[config.mk]
export PLATFORM = sky130hd
export DESIGN_NAME = secded_byte_assembler
export DESIGN_NICKNAME = d
export VERILOG_FILES = /design/src/rtl/secded_byte_assembler.sv
export SDC_FILE = /design/constraint.sdc
export NUM_CORES = 1
export LEC_CHECK = 0
export ABC_CLOCK_PERIOD_IN_PS = 2000
export CAP_MARGIN = 20
export CORE_UTILIZATION = 45
export DETAILED_ROUTE_END_ITERATION = 7
export PLACE_DENSITY_LB_ADDON = 0.15
export RECOVER_POWER = 50
export SLEW_MARGIN = 25
export SYNTH_ARGS = -nofsm -noshare
export SYNTH_HDL_FRONTEND = slang
export SYNTH_SLANG_ARGS = --single-unit
[constraint.sdc]
create_clock -name clk -period 2 [get_ports clk]
set_input_delay 0.2 -clock clk [delete_from_list [all_inputs] [get_ports clk]]
set_output_delay 0.2 -clock clk [all_outputs]
set_load 0.02 [all_outputs]
[src/rtl/secded_byte_assembler.sv]
// Pairs decoded Hamming(8,4) nibbles back into bytes, merges the error flags,
// and presents each byte through a one-deep valid/ready output register.
module secded_byte_assembler #(
    parameter int CNT_W     = 16,
    parameter int LOW_FIRST = 1
) (
    input  logic             clk,
    input  logic             rst,
    input  logic             nib_valid,
    input  logic [3:0]       nib_data,
    input  logic             nib_corrected,
    input  logic             nib_double,
    input  logic             resync,
    input  logic             clr_counts,
    output logic             byte_valid,
    input  logic             byte_ready,
    output logic [7:0]       byte_data,
    output logic             byte_corrected,
    output logic             byte_double,
    output logic             overrun,
    output logic [CNT_W-1:0] corr_count,
    output logic [CNT_W-1:0] dbl_count
);

    typedef enum logic {WAIT_FIRST, WAIT_SECOND} state_t;

    state_t           state_q, state_d;
    logic [3:0]       hold_data_q, hold_data_d;
    logic             hold_corr_q, hold_corr_d;
    logic             hold_dbl_q, hold_dbl_d;
    logic             out_valid_q, out_valid_d;
    logic [7:0]       out_data_q, out_data_d;
    logic             out_corr_q, out_corr_d;
    logic             out_dbl_q, out_dbl_d;
    logic             overrun_q, overrun_d;
    logic [CNT_W-1:0] corr_cnt_q, corr_cnt_d;
    logic [CNT_W-1:0] dbl_cnt_q, dbl_cnt_d;

    logic             byte_done;
    logic [7:0]       asm_data;

    function automatic logic [CNT_W-1:0] sat_inc(input logic [CNT_W-1:0] v);
        if (&v) begin
            return v;
        end
        return v + {{(CNT_W-1){1'b0}}, 1'b1};
    endfunction

    always_comb begin
        state_d     = state_q;
        hold_data_d = hold_data_q;
        hold_corr_d = hold_corr_q;
        hold_dbl_d  = hold_dbl_q;
        byte_done   = 1'b0;

        // A resync coinciding with a strobe restarts pairing on that strobe.
        if (nib_valid) begin
            if (resync || state_q == WAIT_FIRST) begin
                hold_data_d = nib_data;
                hold_corr_d = nib_corrected;
                hold_dbl_d  = nib_double;
                state_d     = WAIT_SECOND;
            end else begin
                byte_done = 1'b1;
                state_d   = WAIT_FIRST;
            end
        end else if (resync) begin
            hold_data_d = 4'h0;
            hold_corr_d = 1'b0;
            hold_dbl_d  = 1'b0;
            state_d     = WAIT_FIRST;
        end

        if (LOW_FIRST != 0) begin
            asm_data = {nib_data, hold_data_q};
        end else begin
            asm_data = {hold_data_q, nib_data};
        end
    end

    always_comb begin
        out_valid_d = out_valid_q;
        out_data_d  = out_data_q;
        out_corr_d  = out_corr_q;
        out_dbl_d   = out_dbl_q;
        overrun_d   = 1'b0;

        if (byte_done && (!out_valid_q || byte_ready)) begin
            out_valid_d = 1'b1;
            out_data_d  = asm_data;
            out_corr_d  = hold_corr_q | nib_corrected;
            out_dbl_d   = hold_dbl_q | nib_double;
        end else if (byte_done) begin
            overrun_d = 1'b1;
        end else if (out_valid_q && byte_ready) begin
            out_valid_d = 1'b0;
        end
    end

    always_comb begin
        corr_cnt_d = corr_cnt_q;
        dbl_cnt_d  = dbl_cnt_q;
        if (clr_counts) begin
            corr_cnt_d = '0;
            dbl_cnt_d  = '0;
        end else begin
            if (nib_valid && nib_corrected) begin
                corr_cnt_d = sat_inc(corr_cnt_q);
            end
            if (nib_valid && nib_double) begin
                dbl_cnt_d = sat_inc(dbl_cnt_q);
            end
        end
    end

    always_ff @(posedge clk or posedge rst) begin
        if (rst) begin
            state_q     <= WAIT_FIRST;
            hold_data_q <= 4'h0;
            hold_corr_q <= 1'b0;
            hold_dbl_q  <= 1'b0;
            out_valid_q <= 1'b0;
            out_data_q  <= 8'h00;
            out_corr_q  <= 1'b0;
            out_dbl_q   <= 1'b0;
            overrun_q   <= 1'b0;
            corr_cnt_q  <= '0;
            dbl_cnt_q   <= '0;
        end else begin
            state_q     <= state_d;
            hold_data_q <= hold_data_d;
            hold_corr_q <= hold_corr_d;
            hold_dbl_q  <= hold_dbl_d;
            out_valid_q <= out_valid_d;
            out_data_q  <= out_data_d;
            out_corr_q  <= out_corr_d;
            out_dbl_q   <= out_dbl_d;
            overrun_q   <= overrun_d;
            corr_cnt_q  <= corr_cnt_d;
            dbl_cnt_q   <= dbl_cnt_d;
        end
    end

    assign byte_valid     = out_valid_q;
    assign byte_data      = out_data_q;
    assign byte_corrected = out_corr_q;
    assign byte_double    = out_dbl_q;
    assign overrun        = overrun_q;
    assign corr_count     = corr_cnt_q;
    assign dbl_count      = dbl_cnt_q;

endmodule

# [After elaboration in Yosys (flattened, before gate mapping)]
# Index checks and enable logic that the tools add are counted.
[classes] addsub=2 n_mul=0 n_div=0 n_lt_le_gt_ge=0 eq_ne=4 shifts=0 mux=29 bitwise_logic=3 n_reduce_logical=17
[ops] op="2-to-1 mux 16 bit" n=6
[ops] op="adder 16 x 1 -> 16 bit (second input constant)" n=2
[ops] op="AND reduction 16 bit" n=2
[ops] op="2-to-1 mux 1 bit" n=20
[ops] op="2-to-1 mux 4 bit" n=3
[ops] op="AND reduction 2 bit" n=4
[ops] op="nonzero test 2 bit" n=4
[ops] op="inequality test 3 bit (second input constant)" n=2
[ops] op="logical AND 1 bit" n=4
[ops] op="inequality test 2 x 1 -> 1 bit (second input constant)" n=2
[ops] op="logical OR 1 bit" n=2
[ops] op="bitwise OR 1 bit" n=2
[ops] op="zero test 1 bit" n=1
[ops] op="NOT 1 bit" n=1
[totals] reg_bits=51 latch_bits=0 ram_bits=0 rom_bits=0 inputBits=12 out_inout_bits=44 wordCells=66 n_memories=0

# [Depth between registers and ports, before layout]
[logic_depth] word_depth=7 ltp_mapped=6

# [Worst setup path before layout]
# Ideal clock, no wire load.
[synth_path] path_kind="reg2reg" start="register dbl_cnt_q[0] (netlist: dbl_count[0])" end="register dbl_cnt_q[8] (netlist: dbl_count[8])" setup_ps=78 arrival_time_ps=1734 slack_ps=188 path_stages_with_launch=6 path_buffers=0 period_less_slack_ps=1812 path_cell_list="dfrtp_1 ha_1 nand3_4 or3_4 or3_1 a21oi_1"
[synth_between] elab_chain_cells=6 elab_cells_between_ends=10 cone_classes="add/sub: 1; eq/ne: 1; mux: 6; reduce/logical: 2"
[synth_lines] item="start: declaration" line_no="37" source="logic [CNT_W-1:0] dbl_cnt_q, dbl_cnt_d;"
[synth_lines] item="start signal: assignment" line_no="140" source="dbl_cnt_q <= dbl_cnt_d;"
[synth_lines] item="parallel branches: the longest is 6 deep, another holds adder 16 x 1 -> 16 bit"
# Several ways; the timed one is not identified. The select of a mux whose other input is x is not followed.
# A chain may end at the register's enable or synchronous reset.

# [Worst setup path in the final report]
# Ends and elaborated chain as after synthesis.

==> results.yml <==
die:
  num_rows: 27
  io-pin-count: 56
  die-area_um2: 6090
  die_w_um: 78.1
  start_util_pct: 47.0
  core-area_um2: 5540
  die_y_um: 78.1
worst_setup_path:
  crit_path_start_kind: "register"
  path_max_fanout: 7
  end_kind: "register"
  slowest_stage: "dfrtp_1"
  crit_required_ns: 2.23
  critPathKind: "register to register"
  crit_chain: "ha_1, nand3_4, or3_4, or3_1, a21oi_1"
  cpPeakStageDelay_ns: 0.44
  worstPathArrival_ns: 2.08
run_status:
  status: "complete, no violations"
synthesis:
  synth.area.top_cells: "dfrtp_1, mux2_2, nor2_1"
  synth_top_cell_by_area: "dfrtp_1"
  seq_area_frac_synth_pct: 49.0
  syn_nets: 258
  synthesis.area_um2: 2600
  synth.ff_latch_count: 51
  yosysWarnings: 0
  yosys.area.top_type_share_pct: 49.0
  syn_avg_cell_area_um2: 10.7
  synth_cells: 244
  ys_types: 53
routing:
  post_drt_via_cell_ratio: 5.65
  drt_iter0_markers: 127
  first_pass_iters: 4
  vias: 2204
  drc: 0
  wl_um: 5910
  postRouteAntennaNets: 0
  wl_per_cell_um: 15.2
cells_and_area:
  layout.area.seq_um2: 1280
  layout_common_cells: "dfrtp_1, clkdlybuf4s50_1, nor2_1, buf_4"
  stdcell_area_um2: 3440
  finish.utilization_pct: 62.1
  num_antenna_cells: 0
  nNetsFinal: 331
  multiInputGateArea_um2: 1260
  final_common_cell: "dfrtp_1"
  drive_above_1_share_pct: 17.3
  area_delta_synth_final_pct: 32.2
  num-fill-cells: 493
timing:
  tns_ns: 0
  fin_hold_ws_ns: 0.410
  hold_viol_final: 0
  slew_headroom_pct: 41.1
  rsz0062_at_grt: "false"
  fmax_mhz: 539
  period_needed_ns: 1.86
  skew_ns: 0.00778
  slew_violations: 0
  worstMarginPinSlew_ns: 0.884
  fin_crit_sh_pct: 92.8
  setup_viol: 0
place:
  io_buffers: 55
  dp_hpwl_um: 4240
  gp_congestion: 0.864
  place_area_um2: 3370
global_routing:
  grt_pass1_vias: 2134
  grt_usage_pct: 20.5
  antenna_found_initial: 0
  grt_pass1_wl_um: 9830
  overflow: 0
  grt_max_degree: 36
clock_network:
  cts_sinks: 51
  cts_tree: "done"
  clkTransAtPathRegs_ns: 0.10
  numCtsBuffers: 5
  cts_buffer_depth: 2
  cts_setup_buffers: 0
  h-tree-depth: 2
  cts_hold_buf: 0
  clk_latency_ns: 0.31
  cts_resized: 0
  clockRootBuffer: "clkbuf_8"
power:
  p_per_area_nw_per_um2: 629
  p_leak_nw: 1.43
  ir_drop_v: 0.000336
min_path:
  hp-class: "input pin to asynchronous set/reset pin"
flow_run:
  maxCapViolCount: 0
-- synthesized netlist by cell type (all sizes together) --
cell     count
and4         5
o41ai        4
or3          7
and4b        1
nand4       12
nor4         7
o221a        1
a22o         6
nor2b        7
o21a         3
o31ai        4
nor2        21
a21oi       15
clkbuf       5
nand3       11
o31a         3
xnor2        2
buf          5
and2         1
a31oi        3
o311ai       2
nand2       15
dfrtp       51
o41a         1
nor4b        1
mux2i        2
o2111ai      1
nand2b       3
a311oi       1
a31o         1
nor4bb       1
inv          6
mux2        14
o211ai       1
a211oi       1
o21ai        7
nor3         5
ha           2
or4          5
nand3b       1
-- sequential cells by signal, summed over array words and instances, names as in the netlist, 4 cells and up --
name	cells
corr_count	16
byte_data	8
hold_data_q	4
dbl_count	16
-- cell families (layout without fill, tap and decap cells) --
kind of cell,count (synthesis),in the layout,synth area share [%]
AND/OR/NAND/NOR,103,103,25.4
AO/OA/AOI/OAI,54,54,14.5
flip-flops,51,51,49.0
multiplexers,16,16,6.82
buffers and inverters,16,90,2.64
adder cells (fa/ha/maj),2,2,0.961
XOR/XNOR,2,2,0.673
-- report_power, final --
group	internal [W]	switching (W)	leakage [nW]
registers	0.00111	0.0000425	0.681
clock network	0.000244	0.000357	0.0402
logic	0.000193	0.000212	0.707
total	0.00155	0.000611	1.43
-- worst max-delay path: cells and delay by family (launching register included) --
kind	cells	cell delay, ns
DFF	1	0.44
and+or+nand+nor	3	0.91
AOI/OAI and AO/OA	1	0.16
adders and majority gates	1	0.27
-- per-layer routing --
metal	GRT usage (%)	routed length (µm)	vias to the layer above
li1	-	-	1067
met1	25.9	2650	1072
met2	34.6	2960	57
met3	3.72	235	8
met4	8.52	58	0
met5	0	0	-
-- metrics by stage --
stage,setup WS (ns),cells,power (W)
after global placement,0.106,382,0.00161
final,0.145,390,0.00216
after detailed placement,0.0642,382,0.00162
after CTS,0.122,390,0.00222
after floorplan,0.188,244,0.00140
after global routing,0.0314,390,0.00227
-- worst paths after layout --
kind                                startpoint  cells past startpoint              to  slack [ns]
worst min-delay path                       rst                      2   corr_count[8]        0.41
worst max-delay path              dbl_count[0]                      5    dbl_count[8]        0.14
min in group clk                hold_data_q[2]                      1  hold_data_q[2]        0.51
max in group asynchronous                  rst                      3     byte_double        0.29
worst min register to register  hold_data_q[2]                      1  hold_data_q[2]        0.51
worst max register to register    dbl_count[0]                      5    dbl_count[8]        0.14
-- area by class of cell --
cell class | count | area share [%]
Inverter | 6 | 0.654
Clock buffer | 5 | 2.00
Timing Repair Buffer | 76 | 20.5
Multi-Input combinational cell | 177 | 36.6
Tap cell | 72 | 2.62
Clock inverter | 3 | 0.582
Sequential cell | 51 | 37.1
Power figures use the tool's default switching activity.
